==> config.mk <==
export PLATFORM = sky130hd
export DESIGN_NAME = fetch_sequencer_flat
export DESIGN_NICKNAME = d
export VERILOG_FILES = /design/src/rtl/fetch_sequencer_if.sv /design/src/rtl/fetch_sequencer.sv /design/src/flat_wrapper.sv
export SDC_FILE = /design/constraint.sdc
export NUM_CORES = 1
export LEC_CHECK = 0
export CORE_ASPECT_RATIO = 0.6
export CORE_MARGIN = 1
export CORE_UTILIZATION = 45
export DETAILED_ROUTE_END_ITERATION = 10
export HOLD_SLACK_MARGIN = 0.02
export PLACE_DENSITY_LB_ADDON = 0.05
export SETUP_SLACK_MARGIN = 0.4
export SLEW_MARGIN = 15
export SYNTH_ARGS = -nofsm -noshare
export SYNTH_HDL_FRONTEND = slang
export SYNTH_SLANG_ARGS = --single-unit
==> constraint.sdc <==
create_clock -name clk -period 3.55 [get_ports clk]
set_input_delay 0.355 -clock clk [delete_from_list [all_inputs] [get_ports clk]]
set_output_delay 0.355 -clock clk [all_outputs]
set_load 0.02 [all_outputs]
==> src/rtl/fetch_sequencer_if.sv <==
// fetch_sequencer_if: instruction-memory address/data pair plus the
// valid/ready issue channel between the fetch sequencer and the execute stage.
interface fetch_sequencer_if #(
    parameter int PC_WIDTH = 8,
    parameter int IRWidth  = 16
);
    logic [PC_WIDTH-1:0] pc;
    logic [IRWidth-1:0]  ir;
    logic [IRWidth-1:0]  instr;
    logic [PC_WIDTH-1:0] instr_pc;
    logic                instr_valid;
    logic                instr_ready;

    // Sequencer side: drives the memory address and the issue channel.
    modport master (
        output pc,
        input  ir,
        output instr,
        output instr_pc,
        output instr_valid,
        input  instr_ready
    );

    // Memory / execute side.
    modport slave (
        input  pc,
        output ir,
        input  instr,
        input  instr_pc,
        input  instr_valid,
        output instr_ready
    );
endinterface

==> src/rtl/fetch_sequencer.sv <==
// fetch_sequencer: program counter and fetch controller. Resolves goto
// (opcode 4'b1000) internally and issues every other instruction to the
// execute stage over a valid/ready handshake. Supports run / single-step,
// external jumps (pended while an instruction is being handed over) and a
// sticky out-of-range target flag.
// Optional: define FETCH_SEQ_SELF_LOOP_HALT_EN to make a goto that targets its
// own address park the sequencer in HALT until an external jump.
module fetch_sequencer #(
    parameter int PC_WIDTH = 8,
    parameter int IRWidth  = 16,
    parameter int CMD_CNT  = 64
) (
    input  logic                clk,
    input  logic                res,
    input  logic                run,
    input  logic                step,
    input  logic                ext_jump,
    input  logic [PC_WIDTH-1:0] ext_target,
    fetch_sequencer_if.master   bus,
    output logic                halted,
    output logic                addr_err
);
    typedef enum logic [1:0] {
        S_IDLE  = 2'd0,
        S_FETCH = 2'd1,
        S_ISSUE = 2'd2
`ifdef FETCH_SEQ_SELF_LOOP_HALT_EN
        , S_HALT = 2'd3
`endif
    } state_t;

    localparam logic [3:0]          OP_GOTO = 4'b1000;
    localparam logic [PC_WIDTH-1:0] LAST_PC = PC_WIDTH'(CMD_CNT - 1);

    state_t              state_reg, state_next;
    logic [PC_WIDTH-1:0] pc_reg, pc_next;
    logic [IRWidth-1:0]  instr_reg, instr_next;
    logic [PC_WIDTH-1:0] instr_pc_reg, instr_pc_next;
    logic                instr_valid_reg, instr_valid_next;
    logic                addr_err_reg, addr_err_next;
    logic                jump_pend_reg, jump_pend_next;
    logic [PC_WIDTH-1:0] pend_target_reg, pend_target_next;

    logic                is_goto;
    logic [PC_WIDTH-1:0] goto_target;
    logic [PC_WIDTH-1:0] pc_inc;
    logic                take_jump;
    logic [PC_WIDTH-1:0] load_tgt;
    logic                load_ok;
    logic [PC_WIDTH-1:0] load_pc;

    assign is_goto     = (bus.ir[IRWidth-1 -: 4] == OP_GOTO);
    assign goto_target = bus.ir[PC_WIDTH-1:0];
    assign pc_inc      = (pc_reg == LAST_PC) ? '0 : pc_reg + PC_WIDTH'(1);

    // A fresh ext_jump beats an older pended target; otherwise the load source is the goto.
    assign take_jump = ext_jump | jump_pend_reg;
    assign load_tgt  = take_jump ? (ext_jump ? ext_target : pend_target_reg) : goto_target;
    assign load_ok   = (32'(load_tgt) < 32'(CMD_CNT));
    assign load_pc   = load_ok ? load_tgt : '0;

    // State register; reset wins over everything, including an open handshake.
    always_ff @(posedge clk) begin
        if (res) begin
            state_reg       <= S_IDLE;
            pc_reg          <= '0;
            instr_reg       <= '0;
            instr_pc_reg    <= '0;
            instr_valid_reg <= 1'b0;
            addr_err_reg    <= 1'b0;
            jump_pend_reg   <= 1'b0;
            pend_target_reg <= '0;
        end else begin
            state_reg       <= state_next;
            pc_reg          <= pc_next;
            instr_reg       <= instr_next;
            instr_pc_reg    <= instr_pc_next;
            instr_valid_reg <= instr_valid_next;
            addr_err_reg    <= addr_err_next;
            jump_pend_reg   <= jump_pend_next;
            pend_target_reg <= pend_target_next;
        end
    end

    // Next-state and datapath updates for the fetch/issue sequence.
    always_comb begin
        state_next       = state_reg;
        pc_next          = pc_reg;
        instr_next       = instr_reg;
        instr_pc_next    = instr_pc_reg;
        instr_valid_next = instr_valid_reg;
        addr_err_next    = addr_err_reg;
        jump_pend_next   = jump_pend_reg;
        pend_target_next = pend_target_reg;

        case (state_reg)
            S_IDLE: begin
                if (take_jump) begin
                    pc_next        = load_pc;
                    addr_err_next  = addr_err_reg | ~load_ok;
                    jump_pend_next = 1'b0;
                end else if (run || step) begin
                    state_next = S_FETCH;
                end
            end
            S_FETCH: begin
                if (take_jump) begin
                    pc_next        = load_pc;
                    addr_err_next  = addr_err_reg | ~load_ok;
                    jump_pend_next = 1'b0;
                    state_next     = run ? S_FETCH : S_IDLE;
                end else if (is_goto) begin
`ifdef FETCH_SEQ_SELF_LOOP_HALT_EN
                    if (goto_target == pc_reg) begin
                        state_next = S_HALT;
                    end else begin
                        pc_next       = load_pc;
                        addr_err_next = addr_err_reg | ~load_ok;
                        state_next    = run ? S_FETCH : S_IDLE;
                    end
`else
                    pc_next       = load_pc;
                    addr_err_next = addr_err_reg | ~load_ok;
                    state_next    = run ? S_FETCH : S_IDLE;
`endif
                end else begin
                    instr_next       = bus.ir;
                    instr_pc_next    = pc_reg;
                    instr_valid_next = 1'b1;
                    pc_next          = pc_inc;
                    state_next       = S_ISSUE;
                end
            end
            S_ISSUE: begin
                // Jumps arriving mid-handshake are remembered, never applied here.
                if (ext_jump) begin
                    jump_pend_next   = 1'b1;
                    pend_target_next = ext_target;
                end
                if (bus.instr_ready) begin
                    instr_valid_next = 1'b0;
                    state_next       = run ? S_FETCH : S_IDLE;
                end
            end
`ifdef FETCH_SEQ_SELF_LOOP_HALT_EN
            S_HALT: begin
                if (ext_jump) begin
                    pc_next       = load_pc;
                    addr_err_next = addr_err_reg | ~load_ok;
                    state_next    = S_IDLE;
                end
            end
`endif
            default: state_next = S_IDLE;
        endcase
    end

    assign bus.pc          = pc_reg;
    assign bus.instr       = instr_reg;
    assign bus.instr_pc    = instr_pc_reg;
    assign bus.instr_valid = instr_valid_reg;
    assign addr_err        = addr_err_reg;

`ifdef FETCH_SEQ_SELF_LOOP_HALT_EN
    assign halted = (state_reg == S_HALT);
`else
    assign halted = 1'b0;
`endif
endmodule
==> src/flat_wrapper.sv <==
// flat-port wrapper written by rule: the top's interface ports become plain ports
module fetch_sequencer_flat 
#(
    parameter int PC_WIDTH = 8,
    parameter int IRWidth  = 16,
    parameter int CMD_CNT  = 64
)
  (clk, res, run, step, ext_jump, ext_target, halted, addr_err, bus_pc, bus_ir, bus_instr, bus_instr_pc, bus_instr_valid, bus_instr_ready);
  fetch_sequencer_if #(.PC_WIDTH(PC_WIDTH), .IRWidth(IRWidth)) bus_i ();
  input  logic clk;
  input  logic res;
  input  logic run;
  input  logic step;
  input  logic ext_jump;
  input  logic [PC_WIDTH-1:0] ext_target;
  output logic halted;
  output logic addr_err;
  output wire logic [$bits(bus_i.pc)-1:0] bus_pc;
  input wire logic [$bits(bus_i.ir)-1:0] bus_ir;
  output wire logic [$bits(bus_i.instr)-1:0] bus_instr;
  output wire logic [$bits(bus_i.instr_pc)-1:0] bus_instr_pc;
  output wire logic [$bits(bus_i.instr_valid)-1:0] bus_instr_valid;
  input wire logic [$bits(bus_i.instr_ready)-1:0] bus_instr_ready;
  assign bus_pc = bus_i.pc;
  assign bus_i.ir = bus_ir;
  assign bus_instr = bus_i.instr;
  assign bus_instr_pc = bus_i.instr_pc;
  assign bus_instr_valid = bus_i.instr_valid;
  assign bus_i.instr_ready = bus_instr_ready;
  fetch_sequencer #(.PC_WIDTH(PC_WIDTH), .IRWidth(IRWidth), .CMD_CNT(CMD_CNT)) u_core (.clk(clk), .res(res), .run(run), .step(step), .ext_jump(ext_jump), .ext_target(ext_target), .bus(bus_i), .halted(halted), .addr_err(addr_err));
endmodule
==> results of run 1 <==
-- cells in the mapped netlist, types with 2 or more instances --
library cell and instances:
a31oi_1 4, nor2_1 15, or2_2 2, inv_1 2
buf_4 3, nand3_1 11, a21o_1 2, nor3_1 5
nor2b_1 2, dfxtp_1 45, nand2_1 66, o21ai_0 6
mux2i_1 8, a21oi_1 36, xnor2_1 3, clkbuf_1 11
o32ai_1 2, a222oi_1 2, and3_1 2, nor3b_1 2
buf_2 4
-- where the power goes --
part / leakage, nW / internal [mW] / switching (mW)
clock network: 0.0542 / 0.176 / 0.175
registers: 0.365 / 0.522 / 0.0187
logic: 0.523 / 0.0862 / 0.0927
-- final timing paths --
| path | slack [ps] | depth (start not counted) | to | from |
|---|---|---|---|---|
| max | 1240 | 6 | u_core.addr_err$_SDFFE_PP0P_ | ext_jump |
| max reg2reg | 1260 | 4 | u_core.addr_err$_SDFFE_PP0P_ | u_core.state_reg[1]$_SDFFE_PP0P_ |
| min reg2reg | 460 | 2 | u_core.bus.instr_pc[2]$_SDFFE_PP0P_ | u_core.bus.instr_pc[2]$_SDFFE_PP0P_ |
| min | 460 | 2 | u_core.bus.instr_pc[2]$_SDFFE_PP0P_ | u_core.bus.instr_pc[2]$_SDFFE_PP0P_ |
-- per-layer routing --
metal	part of all wire, %	wire length, um	track usage, %
met1	50	2514	34.41
met4	1.2	62	8.197
met3	7.6	379	7.020
met5	0	0	0
met2	41	2027	30.21
-- layout make-up --
type / count / area, sq um
Tap cell: 60 / 75.07
Fill cell: 380 / 1448
Clock buffer: 7 / 96.34
Sequential cell: 45 / 900.9
Clock inverter: 1 / 5.005
Timing Repair Buffer: 65 / 645.6
Multi-Input combinational cell: 185 / 988.4
Inverter: 2 / 7.507
-- through the flow --
stage / power, mW / setup WS, ps / utilization [%]
3_5_place_dp: 0.7297 / 966.8 / 62.82
3_3_place_gp: 0.7296 / 1091 / 62.82
4_1_cts: 1.076 / 1225 / 65.26
5_1_grt: 1.119 / 953.5 / 65.26
6_report: 1.071 / 1239 / 65.26
2_1_floorplan: 0.6488 / 1690 / -
-- cell usage in the layout, fill, tap and decap left out, types with 2 or more instances in the layout --
master,count
or2_2,2
nor2_1,15
o21ai_0,6
nand3_1,11
o32ai_1,2
a222oi_1,2
nor3_1,5
nor2b_1,2
buf_4,2
inv_1,2
a31oi_1,4
dfxtp_1,45
mux2i_1,8
a21oi_1,36
clkdlybuf4s50_1,63
xnor2_1,3
and3_1,2
nand2_1,66
a21o_1,2
clkbuf_8,7
nor3b_1,2
-- worst min-delay path, stage by stage, from the launching register on --
cell	delay [ps]
dfxtp_1	310
nand2_1	50
a21oi_1	50
-- kinds of logic after synthesis --
group	synth area share [%]
buffers and inverters	4.612
AND/OR/NAND/NOR	26.59
flip-flops	45.48
other	0.1893
XOR/XNOR	1.769
adder cells (fa/ha/maj)	0.6316
multiplexers	4.043
AO/OA/AOI/OAI	16.68
==> results.cfg, run 1 <==
[yosys]
ys.warnings.count = 0
syn_area_per_cell_sq_um = 7.923
synth-seq-cells = 45
synth_cell_types = 38
netlist_instances = 250
synth_nets = 281
synth.area.top_cells = dfxtp_1 45%, nand2_1 13%, a21oi_1 9.1%
synth_area_sq_um = 1981
ys.flop_type = dfxtp_1
ys_seq_area_share_pct = 45.48
ys_async_sr_fraction_pct = 0
synth-edff-count = 0
post-synth-top-area-cell = dfxtp_1
synth_top_area_share_pct = 45.48

[detailed_routing]
firstDrtPassIters = 4
routed_wl_mm = 4.983
vias = 1857
drt_iter0_markers = 104
wire_per_inst_um = 13.65
viasPerCell = 5.088
drcViolationCount = 0
antenna_left = 0

[clock_tree]
clkTransAtPathRegs_ps = 80
cts_tree = yes
clock_path_buffers = 2
hold_buffers = 0
postCtsSetupBuffers = 0
cts_repair_resize_count = 0
cts_num_sinks = 45
cts_buffers = 5
clkLatencyLatePin_ps = 300
h-tree-depth = 2
root_buffer = clkbuf_8

[sta]
min_period_over_period_pct = 65.09
setup_viol = 0
relSlewSlack_pct = 40.98
hold_slack_ps = 455.5
fmax_mhz = 432.8
min_period_ps = 2311
final-hold-violation-count = 0
clock_skew_ps = 2.379
slew_viol_final = 0
rsz0062_at_grt = no
tightestPinTransition_ps = 882.6
tns_ps = 0

[placed_design]
dpl_cell_area_sq_um = 2618
port_buffers = 63
gp_congestion = 0.8303
place.detailed.hpwl_mm = 3.418
placed_cells = 357

[die]
io_pins = 65
die_w_um = 87.65
core_area_sq_um = 4167
die-height_um = 53.39
core.rowCount = 18
initial_core_util_pct = 47.54
dieArea_sq_um = 4680

[flow_run]
maxCapViolations = 0

[setup_path]
endpoint_kind = flop
required_ps = 3710
slowest_delay_ps = 650
cpLargestDelayFamily = simple AND/OR/NAND/NOR gates
crit_fanout = 25
crit_buf_inv = 2
crit_slowest_cell = nand2_1
startpoint_type = primary input
crit_type = primary input to flop
crit_arrival_ps = 2470
cp_cell_sequence = clkdlybuf4s50_1, buf_4, nor4b_2, nand2_1, a31oi_1, nor2_1

[cells_and_area]
n_antenna_cell = 0
layout-drive-gt1-share_pct = 5.902
area_delta_synth_final_pct = 37.27
largest_reg_flops = 16
finalNonFillerCells = 365
finalInstanceArea_sq_um = 2719
final_net_count = 335

[power]
p_leak_nw = 0.9421
power.density_nw_per_um2 = 394.0
ir_drop_mv = 0.2323

[global_route]
grt_max_degree = 32
grt_pass1_vias = 1553
grt_usage_pct = 23.05
grt.overflow.total = 0
grt_first_pass_wirelength_mm = 7.803
antenna_found_initial = 0

[min_path]
min_path_type = flop to flop

[outcome]
status = finished clean
(Power assumes the default switching activity.)
==> inputs of run 2 (changes only) <==
==> constraint.sdc (replaced) <==
create_clock -name clk -period 2.4 [get_ports clk]
set_input_delay 0.24 -clock clk [delete_from_list [all_inputs] [get_ports clk]]
set_output_delay 0.24 -clock clk [all_outputs]
set_load 0.02 [all_outputs]
==> run 2 against run 1 <==
Effect of this change:
- sequential share of layout area fell by 0.70 points
- register-to-register slack got worse by 730 ps
- sequential power rose by 47%
- routed wire length rose by 1.7%
- utilization rose by 1.6 points
- first-iteration DRC count rose by 41%
- non-clock buffer count rose by 10
- clock skew rose by 4.7 ps
- cell count rose by 2.5%
- die area did not move
- total power rose by 45%
- flip-flop and latch count did not move
==> results.cfg, run 2 (synthesis gave the netlist of run 1 again) <==
[min_path]
min_path_cells = 2
hold-path-endpoint = u_core.bus.instr_pc[3]$_SDFFE_PP0P_
hp-start = u_core.bus.instr_pc[3]$_SDFFE_PP0P_
min_path_type = flop to flop

[power]
power_frac_comb_pct = 18.4
power.density_nw_per_um2 = 556.0
switchingPower_mw = 0.4062
clkPwrFrac_pct = 30.1
p_int_mw = 1.142
ir_drop_mv = 0.3193
p_sw_share_pct = 26.23
sequentialPowerShare_pct = 51.5
power_mw = 1.548
p_leak_nw = 0.9850

[placed_design]
place.detailed.hpwl_mm = 3.653
port_buffers = 63
gp_congestion = 0.8154

[global_route]
grt.overflow.total = 0
grt_first_pass_wirelength_mm = 7.900
grt_max_degree = 26
grt_pass1_vias = 1631
grt_usage_pct = 22.90
antenna_found_initial = 0

[setup_path]
crit_buf_inv = 1
required_ps = 2600
crit_arrival_ps = 2120
endpoint_kind = flop
crit_type = primary input to flop
cpLargestDelayFamily = simple AND/OR/NAND/NOR gates
slowest_delay_ps = 590
r2r_cells = 6
cp_cell_sequence = clkdlybuf4s50_1, or4b_4, and2_4, or3_4, o32ai_1
startpoint_type = primary input
ff2ff_setup_slack_ps = 530
reg2reg_to = u_core.bus.pc[3]$_SDFFE_PP0P_
reg2reg_from = u_core.bus.pc[0]$_SDFFE_PP0P_
crit_slowest_cell = or4b_4
crit_fanout = 9

[cells_and_area]
n_antenna_cell = 0
layout-drive-gt1-share_pct = 9.236
final_core_util_pct = 66.85
final_net_count = 345
final_common_cell = nand2_1
largest_reg_flops = 16
layout_common_cells = 66 x nand2_1, 63 x clkdlybuf4s50_1, 43 x dfxtp_1, 35 x a21oi_1, 15 x nor2_1
area_delta_synth_final_pct = 40.62

[sta]
relSlewSlack_pct = 56.51
slew_viol_final = 0
clock_skew_ps = 7.116
tightestPinTransition_ps = 650.3
fmax_mhz = 519.0
rsz0062_at_grt = no
min_period_ps = 1927
setup_viol = 0
final-hold-violation-count = 0
min_period_over_period_pct = 80.29
tns_ps = 0

[outcome]
status = finished clean

[die]
dieArea_sq_um = 4680
die-height_um = 53.39
core.rowCount = 18
initial_core_util_pct = 47.54
core_area_sq_um = 4167
io_pins = 65
die_w_um = 87.65

[clock_tree]
clkTransAtPathRegs_ps = 70
h-tree-depth = 2
cts_tree = yes
root_buffer = clkbuf_8
cts_num_sinks = 45
clkLatencyLatePin_ps = 300
clock_path_buffers = 2
cts_buffers = 5

[detailed_routing]
vias = 1943
firstDrtPassIters = 4
antenna_left = 0
viasPerCell = 5.195
drcViolationCount = 0
wire_per_inst_um = 13.55
drt_iter0_markers = 147
routed_wl_mm = 5.069

[flow_run]
maxCapViolations = 0
[run 2: cell types whose count changed in the layout (fill, tap and decap cells not counted)]
cell / delta
buf_4: +10
dfxtp_1: -2
dfxtp_2: +2
a21oi_1: -1
a21oi_2: +1
clkbuf_1: +1
clkbuf_8: -1
clkinv_2: -1
[run 2: tightest hold or removal path, delay by kind of cell (launching register included)]
kind            cells  cell delay, ps
compound gates      1              50
flops               1             310
simple gates        1              50
[run 2: power by group through the flow]
| stage | logic, mW | registers, mW | clock network [mW] |
|---|---|---|---|
| 3_5_place_dp | 0.276 | 0.813 | 0 |
| 3_3_place_gp | 0.276 | 0.813 | 0 |
| 6_report | 0.286 | 0.797 | 0.466 |
| 4_1_cts | 0.278 | 0.796 | 0.478 |
| 2_1_floorplan | 0.125 | 0.835 | 0 |
| 5_1_grt | 0.310 | 0.801 | 0.512 |
[run 2: stage by stage]
| step | std cells | instance area, sq um | worst slack, ps | hold WS (ps) |
|---|---|---|---|---|
| floorplan | 250 | 1981 | 539.7 | 376.0 |
| global placement | 364 | 2670 | 204.8 | 442.3 |
| detailed placement | 364 | 2670 | 168.1 | 447.7 |
| CTS | 371 | 2756 | 439.8 | 458.1 |
| global route | 374 | 2785 | 410.2 | 474.7 |
| finish | 374 | 2785 | 473.0 | 453.9 |
[run 2: how the worst max path moves through the flow]
stage,start,endpoint,slack (ps),cells after the start
after floorplan,u_core.bus.pc[0]$_SDFFE_PP0P_,u_core.bus.pc[3]$_SDFFE_PP0P_,540,6
after global placement,bus_ir[12],u_core.bus.pc[2]$_SDFFE_PP0P_,200,5
after detailed placement,bus_ir[12],u_core.bus.pc[2]$_SDFFE_PP0P_,170,5
after CTS,u_core.bus.pc[0]$_SDFFE_PP0P_,u_core.bus.pc[2]$_SDFFE_PP0P_,440,6
after global routing,u_core.bus.pc[0]$_SDFFE_PP0P_,u_core.bus.pc[3]$_SDFFE_PP0P_,410,6
final,bus_ir[12],u_core.bus.pc[5]$_SDFFE_PP0P_,470,5
[run 2: final cells by class]
cell class	count	area, sq um
clock buffer	7	86.33
timing repair buffer	75	720.7
tap	60	75.07
multi-input combinational	185	992.2
sequential	45	903.4
inverter	2	7.507
fill	385	1381
[run 2: layer usage]
metal / vias up / track usage [%] / wire length [um]
li1: 983 / - / -
met1: 888 / 33.52 / 2609
met2: 67 / 33.07 / 2033
met3: 5 / 5.148 / 386
met4: 0 / 6.831 / 40
met5: - / 0 / 0
[run 2: what timing repair did]
| action | 4_1_cts | 5_1_grt |
|---|---|---|
| hold buffers | 0 | 0 |
| gates resized for setup | 0 | 3 |
| setup buffers | 0 | 3 |
| setup endpoints to repair | 0 | 4 |
==> edit: new RTL, config.mk and constraints of run 2 <==
`PC_WIDTH` is set to 8 in 3 places; all go to 6.
--- a/src/rtl/fetch_sequencer_if.sv
+++ b/src/rtl/fetch_sequencer_if.sv
@@ -3,3 +3,3 @@
 interface fetch_sequencer_if #(
-    parameter int PC_WIDTH = 8,
+    parameter int PC_WIDTH = 6,
     parameter int IRWidth  = 16
--- a/src/rtl/fetch_sequencer.sv
+++ b/src/rtl/fetch_sequencer.sv
@@ -8,3 +8,3 @@
 module fetch_sequencer #(
-    parameter int PC_WIDTH = 8,
+    parameter int PC_WIDTH = 6,
     parameter int IRWidth  = 16,
--- a/src/flat_wrapper.sv
+++ b/src/flat_wrapper.sv
@@ -3,3 +3,3 @@
 #(
-    parameter int PC_WIDTH = 8,
+    parameter int PC_WIDTH = 6,
     parameter int IRWidth  = 16,
Ports: changed (resized bus_instr_pc, bus_pc and ext_target); port bits go from 65 to 59. The function was not compared with the original's and may differ.
==> edit against run 2 <==
Non-clock buffer count fell by 11. Largest power group unchanged. Via count down 11%. Sequential cell count shrank 7. Fmax grew 3.8%. Setup slack improved by 0.071 ns. Count of clock-buffer cells in the layout stayed put. Synthesized area fell by 12%. Critical endpoint is now u_core.bus.pc[2]. Hold slack better by 0.0022 ns. Final area shrank 12%. Total power shrank 3.3%. Routed wire length is 11% lower. Clock power up 13%. Register-to-register slack better by 0.21 ns.
==> edit: results <==
[power_and_ir_drop]
p_leak_nw = 0.869
irDropWorstVdd_v = 0.000424
swShare_pct = 26.1

[worst_setup_path]
reg2reg_slack_ns = 0.74
r2r_start = "u_core.jump_pend_reg"
rr_endpoint = "u_core.bus.pc[2]"
crit_fanout = 6
reg2reg_depth = 4
cp_top_family = "compound AO/OA/AOI/OAI gates"
slowest_delay_ns = 0.54
worstPathArrival_ns = 2.03
crit_start = "bus_ir[15]"

[finish]
drive_above_1_share_pct = 6.05
final_nets = 309
num-fill-cells = 337

[timing]
finClkSkew_ns = 0.00718

[placed_design]
pre_cts_ws_ns = 0.273
post-dp-hpwl_um = 3210
gp_congestion = 0.808
io_buffers = 56

[cts]
cts_buffers = 5
clkLatencyLatePin_ns = 0.29

[logic_synthesis]
synth_flop_cell = "dfxtp_1"
yosys-top-cells-count = "nand2_1, dfxtp_1, a21oi_1"
ys_seq_area_share_pct = 43.7
synth.distinct_cells = 39
synth_area_leaders = "dfxtp_1, nand2_1, a21oi_1, o21ai_0, nor2_1"

[route]
vias_per_cell = 5.29
drt_iter0_markers = 126
drtPass1Iterations = 4
finalWirelength_um = 4500

[global_route]
met2_usage_pct = 32.0
met3_usage_pct = 7.45
grt_max_degree = 30
gr-usage-met1_pct = 36.6
grt.total_usage_pct = 23.9
grt_pass1_vias = 1541
grt_pass1_wl_um = 7370

[outcome]
status = "completed"

[worst_hold_path]
hp-start = "u_core.bus.instr[2]"
## edit: power by group through the flow
stage	Sequential [mW]	Combinational [mW]	Clock, mW
after floorplan	0.729	0.118	0
after CTS	0.692	0.278	0.536
after detailed placement	0.706	0.276	0
after global placement	0.707	0.274	0
after global routing	0.697	0.300	0.579
final	0.693	0.277	0.528
## edit: worst register-to-register path, delay by kind of cell, from the launching register on
family	cells	cell delay [ns]
compound gates	1	0.35
flops	1	0.62
simple gates	3	0.57
## edit: worst min-delay path by stage
| stage | to | slack (ns) | depth (start not counted) |
|---|---|---|---|
| 6_report | u_core.bus.instr[2] | 0.46 | 2 |
| 5_1_grt | u_core.bus.instr[8] | 0.47 | 2 |
| 4_1_cts | u_core.bus.instr[6] | 0.46 | 2 |
| 3_5_place_dp | u_core.bus.instr[6] | 0.45 | 2 |
| 3_3_place_gp | u_core.bus.instr[6] | 0.44 | 2 |
| 2_1_floorplan | u_core.bus.instr[0] | 0.38 | 2 |
## edit: final cells by class
class                           count  area share (%)
Clock buffer                        7            3.10
Clock inverter                      1            1.22
Inverter                            3           0.457
Multi-Input combinational cell    168            36.8
Sequential cell                    38            30.9
Tap cell                           47            2.39
Timing Repair Buffer               64            25.2
## edit: logic make-up (layout without fill, tap and decap cells)
family / after synthesis / after routing / synth area share, %
simple gates: 96 / 96 / 25.2
compound gates: 63 / 63 / 22.4
flops: 38 / 38 / 43.7
buf+inv: 17 / 75 / 4.39
mux: 4 / 4 / 2.30
xor+xnor: 2 / 2 / 1.01
fa+ha+maj: 1 / 1 / 0.719
other cells: 1 / 2 / 0.215
## edit: metrics by stage
step	area (sq um)	std cells	total power, mW
after floorplan	1740	223	0.847
after global placement	2360	320	0.982
after detailed placement	2360	320	0.982
after CTS	2460	328	1.51
after global routing	2460	328	1.58
final	2460	328	1.50
## edit: layer usage
layer / part of all wire, % / wire length, um
met5: 0 / 0
met4: 0.47 / 21
met3: 6.7 / 303
met2: 39 / 1750
met1: 54 / 2420
